===== config.mk =====
export PLATFORM = sky130hd
export DESIGN_NAME = seg7_capture_encoder
export DESIGN_NICKNAME = d
export VERILOG_FILES = /design/src/rtl/seg7_capture_encoder.sv
export SDC_FILE = /design/constraint.sdc
export NUM_CORES = 1
export LEC_CHECK = 0
export CORE_UTILIZATION = 56
export DETAILED_ROUTE_END_ITERATION = 12
export PLACE_DENSITY = 0.83
export SLEW_MARGIN = 20
export SYNTH_ARGS = -nofsm -noshare
export SYNTH_HDL_FRONTEND = slang
export SYNTH_SLANG_ARGS = --single-unit
export TNS_END_PERCENT = 10

===== constraint.sdc =====
create_clock -name clk -period 3.7 [get_ports clk]
set_clock_uncertainty 0.15 [all_clocks]
set_input_delay 0.74 -clock clk [delete_from_list [all_inputs] [get_ports clk]]
set_output_delay 0.74 -clock clk [all_outputs]
set_load 0.03 [all_outputs]

===== src/rtl/seg7_capture_encoder.sv =====
// Deglitches an active-low 7-segment bus and recovers the BCD digit it shows.
// Optional saturating illegal-pattern counter is built only when SEG7_ERR_COUNT_EN is defined.
module seg7_capture_encoder #(
  parameter int unsigned STABLE_CYCLES = 4
) (
  input  logic       clk,
  input  logic       rst,
  input  logic [6:0] seg_in,
  output logic [3:0] digit,
  output logic       blank,
  output logic       err,
  output logic       valid,
  output logic       stable,
  output logic [7:0] err_count
);

  typedef enum logic {
    SETTLE = 1'b0,
    LOCKED = 1'b1
  } state_t;

  localparam logic [6:0] SEG_BLANK  = 7'b1111111;
  localparam logic [7:0] STABLE_MAX = 8'(STABLE_CYCLES);

  state_t     state;
  state_t     state_nxt;
  logic [6:0] samp;
  logic [6:0] commit;
  logic [7:0] cnt;

  logic       same;
  logic       accept;
  logic       changed;
  logic [3:0] enc_digit;
  logic       enc_blank;
  logic       enc_err;

  // Acceptance fires once per settle, on the edge that brings cnt to STABLE_CYCLES.
  always_comb begin
    same      = (seg_in == samp);
    accept    = same && (state == SETTLE) && (cnt == STABLE_MAX - 8'd1);
    changed   = accept && (samp != commit);
    state_nxt = state;
    if (!same) begin
      state_nxt = SETTLE;
    end else if (accept) begin
      state_nxt = LOCKED;
    end
  end

  always_comb begin
    enc_digit = 4'hF;
    enc_blank = 1'b0;
    enc_err   = 1'b0;
    case (samp)
      7'b0000001: enc_digit = 4'd0;
      7'b1001111: enc_digit = 4'd1;
      7'b0010010: enc_digit = 4'd2;
      7'b0000110: enc_digit = 4'd3;
      7'b1001100: enc_digit = 4'd4;
      7'b0100100: enc_digit = 4'd5;
      7'b0100000: enc_digit = 4'd6;
      7'b0001111: enc_digit = 4'd7;
      7'b0000000: enc_digit = 4'd8;
      7'b0000100: enc_digit = 4'd9;
      SEG_BLANK: begin
        enc_digit = 4'd0;
        enc_blank = 1'b1;
      end
      default: enc_err = 1'b1;
    endcase
  end

  always_ff @(posedge clk) begin
    if (rst) begin
      state <= SETTLE;
    end else begin
      state <= state_nxt;
    end
  end

  always_ff @(posedge clk) begin
    if (rst) begin
      samp   <= SEG_BLANK;
      commit <= SEG_BLANK;
      cnt    <= 8'd0;
      digit  <= 4'd0;
      blank  <= 1'b1;
      err    <= 1'b0;
      valid  <= 1'b0;
    end else begin
      samp  <= seg_in;
      valid <= changed;
      if (!same) begin
        cnt <= 8'd0;
      end else if (cnt < STABLE_MAX) begin
        cnt <= cnt + 8'd1;
      end
      // A glitch that settles back onto the committed pattern updates nothing.
      if (changed) begin
        commit <= samp;
        digit  <= enc_digit;
        blank  <= enc_blank;
        err    <= enc_err;
      end
    end
  end

  assign stable = (state == LOCKED);

`ifdef SEG7_ERR_COUNT_EN
  logic [7:0] err_cnt;

  always_ff @(posedge clk) begin
    if (rst) begin
      err_cnt <= 8'd0;
    end else if (changed && enc_err && (err_cnt != 8'hFF)) begin
      err_cnt <= err_cnt + 8'd1;
    end
  end

  assign err_count = err_cnt;
`else
  assign err_count = 8'd0;
`endif

endmodule


==> results.ini, run 1 <==
[yosys]
fraction_of_post_synthesis_cell_area_in_the_top_cell_type_by_area_pct = 40.2
synth_top_area_cell = sky130_fd_sc_hd__dfxtp_1
syn_area_per_cell_um2 = 8.69
synth_area_leaders = sky130_fd_sc_hd__dfxtp_1 40%, sky130_fd_sc_hd__xnor2_1 8.8%, sky130_fd_sc_hd__nand3_1 6.4%
synth_seq_area_share_pct = 40.2
synthesis.instances = 172
mappedNetlistArea_um2 = 1500
yosysWarningCount = 0
synth_seq_cells = 30
synth.lib_cells_used.distinct = 38

[power_and_ir_drop]
ir_worst_vdd_mv = 0.307
net-switching-power_mw = 0.166
power_report.internal_total_mw = 0.509
power.density_nw_per_um2 = 400
switching_share_pct = 24.5
clkPwrFrac_pct = 40.7
leakage_power_nw = 0.625
comb_power_share_pct = 8.9
sequentialPowerShare_pct = 50.4

[critical_path]
critical_path_class = flop to flop
cp-endpoint = digit[0]$_SDFFE_PP0P_
crit-reg2reg-capture = digit[0]$_SDFFE_PP0P_
startpoint_type = flop
startpoint = cnt[2]$_SDFFE_PP0N_
path_max_fanout = 12
kind_of_capture_point_of_the_worst_setup_path = flop
worst-endpoint-arrival_ps = 2700
r2r_setup_slack_ps = 1060
worst_ep_required_time_ps = 3760
worst_r2r_startpoint = cnt[2]$_SDFFE_PP0N_
worst_r2r_path_depth = 5

[cells_and_area]
regArea_um2 = 601
layout.cells.most_common = sky130_fd_sc_hd__dfxtp_1
fin_util_pct = 67.6
fillCellCount = 209
diodes_inserted = 0
area_growth_syn_to_layout_pct = 13.0
layout_common_cells = 30 x sky130_fd_sc_hd__dfxtp_1, 19 x sky130_fd_sc_hd__nand3_1, 16 x sky130_fd_sc_hd__clkdlybuf4s50_1, 15 x sky130_fd_sc_hd__xnor2_1, 13 x sky130_fd_sc_hd__nor2_1
final_area_um2 = 1690
nets = 192
drive_gt1_share_pct = 12.1
multi_input_area_um2 = 787

[hold_path]
worstHoldPathType = flop to flop

[cts]
holdBufCountCts = 0
tritoncts.num_buffers = 5
clock_tree.buffer_depth = 2
cts_num_sinks = 30
cts.root.buffer_cell = sky130_fd_sc_hd__clkbuf_4
ctsHtreeMaxLevel = 2
worst_path_clk_slew_ps = 90
post-cts-setup-buffer-count = 0
clk_latency_ps = 340
number_of_cells_upsized_or_downsized_after_cts = 0
tritoncts_clock_tree = done

[routing]
drt.antenna.violating_nets = 0
vias = 1271
drtIter0Drc = 38
routedWlPerCell_um = 14.9
detailedRoute.firstPassIterationCount = 4
drt_drc = 0
totalWireLength_mm = 3.17
drt-vias-per-instance = 6.00

[grt]
grt_remaining_overflow = 0
grt_overall_usage_pct = 26.0
maximum_number_of_pins_on_one_net_before_global_route_repair = 18
grt_pass1_vias = 1116
grt_pass1_wl_mm = 5.07
antenna_found_initial = 0

[floorplanning]
floorplan.core_area_um2 = 2500
ios = 25
floorplan.initialDensity_pct = 59.8
die_w_um = 53.7
floorplan.die_area_um2 = 2880
floorplan.die.height_um = 53.7
placement_row_count = 18

[placed_design]
finalWeightedCongestion = 0.963
place.detailed.hpwl_mm = 2.22
dpl_cell_area_um2 = 1610
placement.setup.worst_slack_ps = 988
io_buffers = 16

[timing]
drv_slew = 0
hold_violations = 0
worst-slew-pin-transition_ps = 812
fin_worst_hold_slack_ps = 341
maxSlewHeadroom_pct = 45.8
min_period_ps = 2640
rsz_0062_raised_after_global_routing = false
setup-tns-final_ps = 0
postLayoutSetupSlackWorst_ps = 1060
fmaxAchievable_ghz = 0.378
fin_crit_sh_pct = 71.4
setup_viol = 0

[flow_run]
cap_violations = 0

[run_status]
run_status = finished, final reports clean

==> flip-flops by register name, indices dropped and copies added, names as in the netlist <==
register,flops
commit,7
stable,1
digit,4
valid,1
blank,1
err,1
samp,7
cnt,8
==> worst min path at each step <==
stage,cells past startpoint,end,start
final,2,digit[1]$_SDFFE_PP0P_,digit[1]$_SDFFE_PP0P_
after global routing,1,cnt[5]$_SDFFE_PP0N_,cnt[5]$_SDFFE_PP0N_
after CTS,2,cnt[2]$_SDFFE_PP0N_,cnt[2]$_SDFFE_PP0N_
after detailed placement,2,cnt[2]$_SDFFE_PP0N_,cnt[2]$_SDFFE_PP0N_
after global placement,2,digit[2]$_SDFFE_PP0P_,digit[2]$_SDFFE_PP0P_
after floorplan,2,cnt[2]$_SDFFE_PP0N_,cnt[2]$_SDFFE_PP0N_
==> synthesized netlist by cell type <==
| cell type | number |
|---|---|
| sky130_fd_sc_hd__ha_1 | 1 |
| sky130_fd_sc_hd__o21ai_0 | 12 |
| sky130_fd_sc_hd__mux2i_1 | 2 |
| sky130_fd_sc_hd__a211oi_1 | 2 |
| sky130_fd_sc_hd__buf_2 | 2 |
| sky130_fd_sc_hd__a21oi_1 | 6 |
| sky130_fd_sc_hd__nand3_1 | 19 |
| sky130_fd_sc_hd__or3b_2 | 2 |
| sky130_fd_sc_hd__o22ai_1 | 1 |
| sky130_fd_sc_hd__nor3_1 | 2 |
| sky130_fd_sc_hd__nand2b_1 | 1 |
| sky130_fd_sc_hd__nor3_4 | 1 |
| sky130_fd_sc_hd__or2_2 | 8 |
| sky130_fd_sc_hd__o2111ai_1 | 3 |
| sky130_fd_sc_hd__a311o_1 | 1 |
| sky130_fd_sc_hd__nand4_1 | 4 |
| sky130_fd_sc_hd__buf_4 | 8 |
| sky130_fd_sc_hd__a21boi_0 | 1 |
| sky130_fd_sc_hd__nor2_1 | 13 |
| sky130_fd_sc_hd__or4_4 | 1 |
| sky130_fd_sc_hd__a21oi_2 | 1 |
| sky130_fd_sc_hd__a41oi_1 | 1 |
| sky130_fd_sc_hd__conb_1 | 1 |
| sky130_fd_sc_hd__nor4b_1 | 1 |
| sky130_fd_sc_hd__a311oi_2 | 1 |
| sky130_fd_sc_hd__and3_1 | 5 |
| sky130_fd_sc_hd__o311ai_1 | 2 |
| sky130_fd_sc_hd__inv_1 | 4 |
| sky130_fd_sc_hd__o2111a_1 | 1 |
| sky130_fd_sc_hd__clkbuf_1 | 10 |
| sky130_fd_sc_hd__xnor2_1 | 15 |
| sky130_fd_sc_hd__o211ai_1 | 1 |
| sky130_fd_sc_hd__a2111oi_0 | 2 |
| sky130_fd_sc_hd__nand2_1 | 4 |
| sky130_fd_sc_hd__a41o_1 | 1 |
| sky130_fd_sc_hd__or3_1 | 1 |
| sky130_fd_sc_hd__dfxtp_1 | 30 |
| sky130_fd_sc_hd__buf_6 | 1 |
==> metal layers <==
| layer | wire length, um | share of wire, % | up-vias | global-route usage (%) |
|---|---|---|---|---|
| li1 | - | - | 618 | - |
| met1 | 1300 | 41 | 597 | 30.0 |
| met2 | 1590 | 50 | 46 | 41.2 |
| met3 | 164 | 5.2 | 10 | 6.21 |
| met4 | 110 | 3.5 | 0 | 20.2 |
| met5 | 0 | 0 | - | 0 |
==> through the flow <==
stage	power [mW]	cells
6_report	0.675	212
5_1_grt	0.699	212
4_1_cts	0.680	212
3_5_place_dp	0.406	205
3_3_place_gp	0.406	205
2_1_floorplan	0.396	179
==> worst max-delay path, cell delays in order (launching register included) <==
cell and delay (ps):
sky130_fd_sc_hd__dfxtp_1 320, sky130_fd_sc_hd__or4_4 540, sky130_fd_sc_hd__nor3_4 280, sky130_fd_sc_hd__o2111ai_1 460, sky130_fd_sc_hd__a2111oi_0 670, sky130_fd_sc_hd__nor3_1 90
==> logic make-up (layout without fill, tap and decap cells) <==
family,after synthesis,after routing,share of synthesized area (%)
xor gates and xnor gates,15,15,8.79
muxes,2,2,1.34
AOI/OAI and AO/OA,36,36,16.8
buffers and inverters,25,28,8.95
DFF,30,30,40.2
and+or+nand+nor,62,62,22.8
other,1,8,0.251
adders and majority gates,1,1,0.837
==> area by class of cell <==
type | instances | area share [%]
multi-input combinational | 124 | 46.6
clock inverter | 1 | 1.78
timing repair buffer | 17 | 9.93
inverter | 4 | 0.889
clock buffer | 6 | 3.04
sequential | 30 | 35.6
tap | 30 | 2.22
==> power by group through the flow <==
stage	clock network, mW	logic, mW	registers, mW
final	0.275	0.0598	0.340
after detailed placement	0	0.0591	0.347
after floorplan	0	0.0592	0.337
after CTS	0.281	0.0594	0.340
after global placement	0	0.0580	0.348
after global routing	0.292	0.0653	0.341
No activity file was read; power rests on OpenSTA's default activity.
==> run 2: changes to the inputs <==
--- a/config.mk
+++ b/config.mk
@@ -5,9 +5,9 @@
 export SDC_FILE = /design/constraint.sdc
 export NUM_CORES = 1
 export LEC_CHECK = 0
-export CORE_UTILIZATION = 56
+export CORE_UTILIZATION = 47
 export DETAILED_ROUTE_END_ITERATION = 12
-export PLACE_DENSITY = 0.83
+export PLACE_DENSITY = 0.75
 export SLEW_MARGIN = 20
 export SYNTH_ARGS = -nofsm -noshare
 export SYNTH_HDL_FRONTEND = slang
==> constraint.sdc (replaced) <==
create_clock -name clk -period 2.2 [get_ports clk]
set_clock_uncertainty 0.15 [all_clocks]
set_input_delay 0.44 -clock clk [delete_from_list [all_inputs] [get_ports clk]]
set_output_delay 0.44 -clock clk [all_outputs]
set_load 0.03 [all_outputs]
==> run 2 against run 1 <==
  * Via count decreased by 0.79%
  * Power increased by 63%
  * Clock-buffer cell count decreased by 1
  * Critical path type unchanged
  * Critical endpoint is now digit[3]$_SDFFE_PP0P_
  * Highest routed layer unchanged
==> results.ini, run 2 (same netlist as run 1, synthesis figures left out) <==
[timing]
drv_slew = 0  ; unchanged
hold_violations = 0  ; unchanged
fin_worst_hold_slack_ps = 315  ; was 341 ps
fin_crit_sh_pct = 92.3  ; was 71.4%
fmaxAchievable_ghz = 0.492  ; was 0.378 GHz
setup_viol = 0  ; unchanged
rsz_0062_raised_after_global_routing = false  ; unchanged
min_period_ps = 2030  ; was 2640 ps
setup-tns-final_ps = 0  ; unchanged

[flow_run]
cap_violations = 0  ; unchanged

[critical_path]
worst_ep_required_time_ps = 2300  ; was 3760 ps
worst_r2r_startpoint = samp[2]$_SDFF_PP1_  ; was cnt[2]$_SDFFE_PP0N_
r2r_setup_slack_ps = 170  ; was 1060 ps
worst_r2r_path_depth = 6  ; was 5
kind_of_capture_point_of_the_worst_setup_path = flop  ; unchanged
crit-reg2reg-capture = digit[3]$_SDFFE_PP0P_  ; was digit[0]$_SDFFE_PP0P_
worst-endpoint-arrival_ps = 2130  ; was 2700 ps
path_max_fanout = 12  ; unchanged
startpoint_type = flop  ; unchanged
critical_path_class = flop to flop  ; unchanged
startpoint = samp[2]$_SDFF_PP1_  ; was cnt[2]$_SDFFE_PP0N_

[cells_and_area]
diodes_inserted = 0  ; unchanged
final_instance_count_without_filler_cells = 233  ; was 212
nets = 198  ; was 192
largest_register_ff_count = 8  ; unchanged
layout_common_cells = 30 x sky130_fd_sc_hd__dfxtp_1, 19 x sky130_fd_sc_hd__nand3_1, 16 x sky130_fd_sc_hd__clkdlybuf4s50_1, 15 x sky130_fd_sc_hd__xnor2_1, 13 x sky130_fd_sc_hd__nor2_1  ; unchanged
largest-register = cnt  ; unchanged
reg_top3 = cnt x8, commit x7, samp x7  ; unchanged
drive_gt1_share_pct = 15.9  ; was 12.1%
layout.cells.most_common = sky130_fd_sc_hd__dfxtp_1  ; unchanged
area_growth_syn_to_layout_pct = 17.1  ; was 13.0%

[routing]
drt.antenna.violating_nets = 0  ; unchanged
vias = 1261  ; was 1,271
detailedRoute.firstPassIterationCount = 4  ; unchanged
drtIter0Drc = 41  ; was 38
routedWlPerCell_um = 13.1  ; was 14.9 um
totalWireLength_mm = 3.04  ; was 3.17 mm
drt_drc = 0  ; unchanged
drt-vias-per-instance = 5.41  ; was 6.00

[power_and_ir_drop]
comb_power_share_pct = 9.4  ; was 8.9%
ir_worst_vdd_mv = 0.359  ; was 0.307 mV
net-switching-power_mw = 0.272  ; was 0.166 mW
switching_share_pct = 24.7  ; was 24.5%
power_report.internal_total_mw = 0.830  ; was 0.509 mW
power.density_nw_per_um2 = 630  ; was 400 nW/um^2
leakage_power_nw = 0.655  ; was 0.625 nW
sequentialPowerShare_pct = 51.8  ; was 50.4%
clkPwrFrac_pct = 38.8  ; was 40.7%

[floorplanning]
die_w_um = 58.4  ; was 53.7 um
floorplan.die.height_um = 58.4  ; was 53.7 um
ios = 25  ; unchanged
floorplan.die_area_um2 = 3410  ; was 2880 um^2
floorplan.initialDensity_pct = 49.4  ; was 59.8%
floorplan.core_area_um2 = 3030  ; was 2500 um^2
placement_row_count = 20  ; was 18

[cts]
clock_tree.buffer_depth = 2  ; unchanged
cts_num_sinks = 30  ; unchanged
ctsHtreeMaxLevel = 2  ; unchanged
tritoncts_clock_tree = done  ; unchanged
tritoncts.num_buffers = 5  ; unchanged
cts.root.buffer_cell = sky130_fd_sc_hd__clkbuf_4  ; unchanged
post-cts-setup-buffer-count = 0  ; unchanged
worst_path_clk_slew_ps = 100  ; was 90 ps
clk_latency_ps = 330  ; was 340 ps

[grt]
grt_pass1_wl_mm = 5.19  ; was 5.07 mm
antenna_found_initial = 0  ; unchanged
maximum_number_of_pins_on_one_net_before_global_route_repair = 18  ; unchanged
grt_remaining_overflow = 0  ; unchanged
grt_overall_usage_pct = 20.1  ; was 26.0%
grt_pass1_vias = 1132  ; was 1,116

[hold_path]
worstHoldPathType = flop to flop  ; unchanged
worstHoldEndpoint = digit[1]$_SDFFE_PP0P_  ; unchanged
min_from = digit[1]$_SDFFE_PP0P_  ; unchanged
hold_depth = 2  ; unchanged

[placed_design]
place.detailed.hpwl_mm = 2.23  ; was 2.22 mm
io_buffers = 16  ; unchanged
finalWeightedCongestion = 0.858  ; was 0.963
dp.cells = 225  ; was 205

[run_status]
run_status = finished, final reports clean  ; unchanged

[run 2: how the worst max path moves through the flow]
stage               slack (ps)  cells past startpoint                      to
floorplan                  220                      6  commit[4]$_SDFFE_PP1P_
global placement           -50                      7   digit[1]$_SDFFE_PP0P_
detailed placement        -110                      7   digit[1]$_SDFFE_PP0P_
CTS                        100                      7  commit[0]$_SDFFE_PP1P_
global route                10                      6   digit[1]$_SDFFE_PP0P_
finish                     170                      6   digit[3]$_SDFFE_PP0P_
[run 2: layer usage]
layer,vias up,track usage (%),wire [um]
li1,629,-,-
met1,580,24.8,1320
met2,44,31.5,1460
met3,8,5.93,203
met4,0,11.2,59
met5,-,0,0
[run 2: final cells by class]
cell class              instances  area (um^2)
flip-flops and latches         30          601
well taps                      44         55.1
repair buffers                 23          213
fillers                       291         1280
inverters                       4         15.0
multi-input cells             124          790
clock buffers                   5         37.5
clock inverters                 3         40.0
[run 2: power by group through the flow]
stage          sequential, mW  clock [mW]  combinational (mW)
2_1_floorplan           0.566           0              0.0996
3_3_place_gp            0.583           0               0.100
3_5_place_dp            0.583           0               0.103
4_1_cts                 0.570       0.438               0.104
5_1_grt                 0.573       0.469               0.115
6_report                0.571       0.427               0.104
[run 2: stage by stage]
stage / util [%] / worst slack (ps) / power [mW] / cell area (um^2)
finish: 57.8 / 168 / 1.10 / 1750
global route: 57.8 / 12.3 / 1.16 / 1750
CTS: 57.7 / 95.6 / 1.11 / 1750
detailed placement: 55.2 / -110 / 0.686 / 1670
global placement: 55.2 / -54.6 / 0.683 / 1670
floorplan: - / 218 / 0.666 / 1520
[run 2: timing repair]
action                                  4_1_cts  5_1_grt
hold endpoints to repair                      0        0
endpoints found under the setup margin        0        4
hold buffers                                  0        0
resized for setup                             0        2
[run 2: critical path, stage by stage (launching register included)]
cell	delay, ps
sky130_fd_sc_hd__dfxtp_1	610
sky130_fd_sc_hd__xnor2_1	170
sky130_fd_sc_hd__nand4_1	170
sky130_fd_sc_hd__o2111ai_1	350
sky130_fd_sc_hd__nor2_1	90
sky130_fd_sc_hd__buf_4	160
sky130_fd_sc_hd__a311oi_2	250
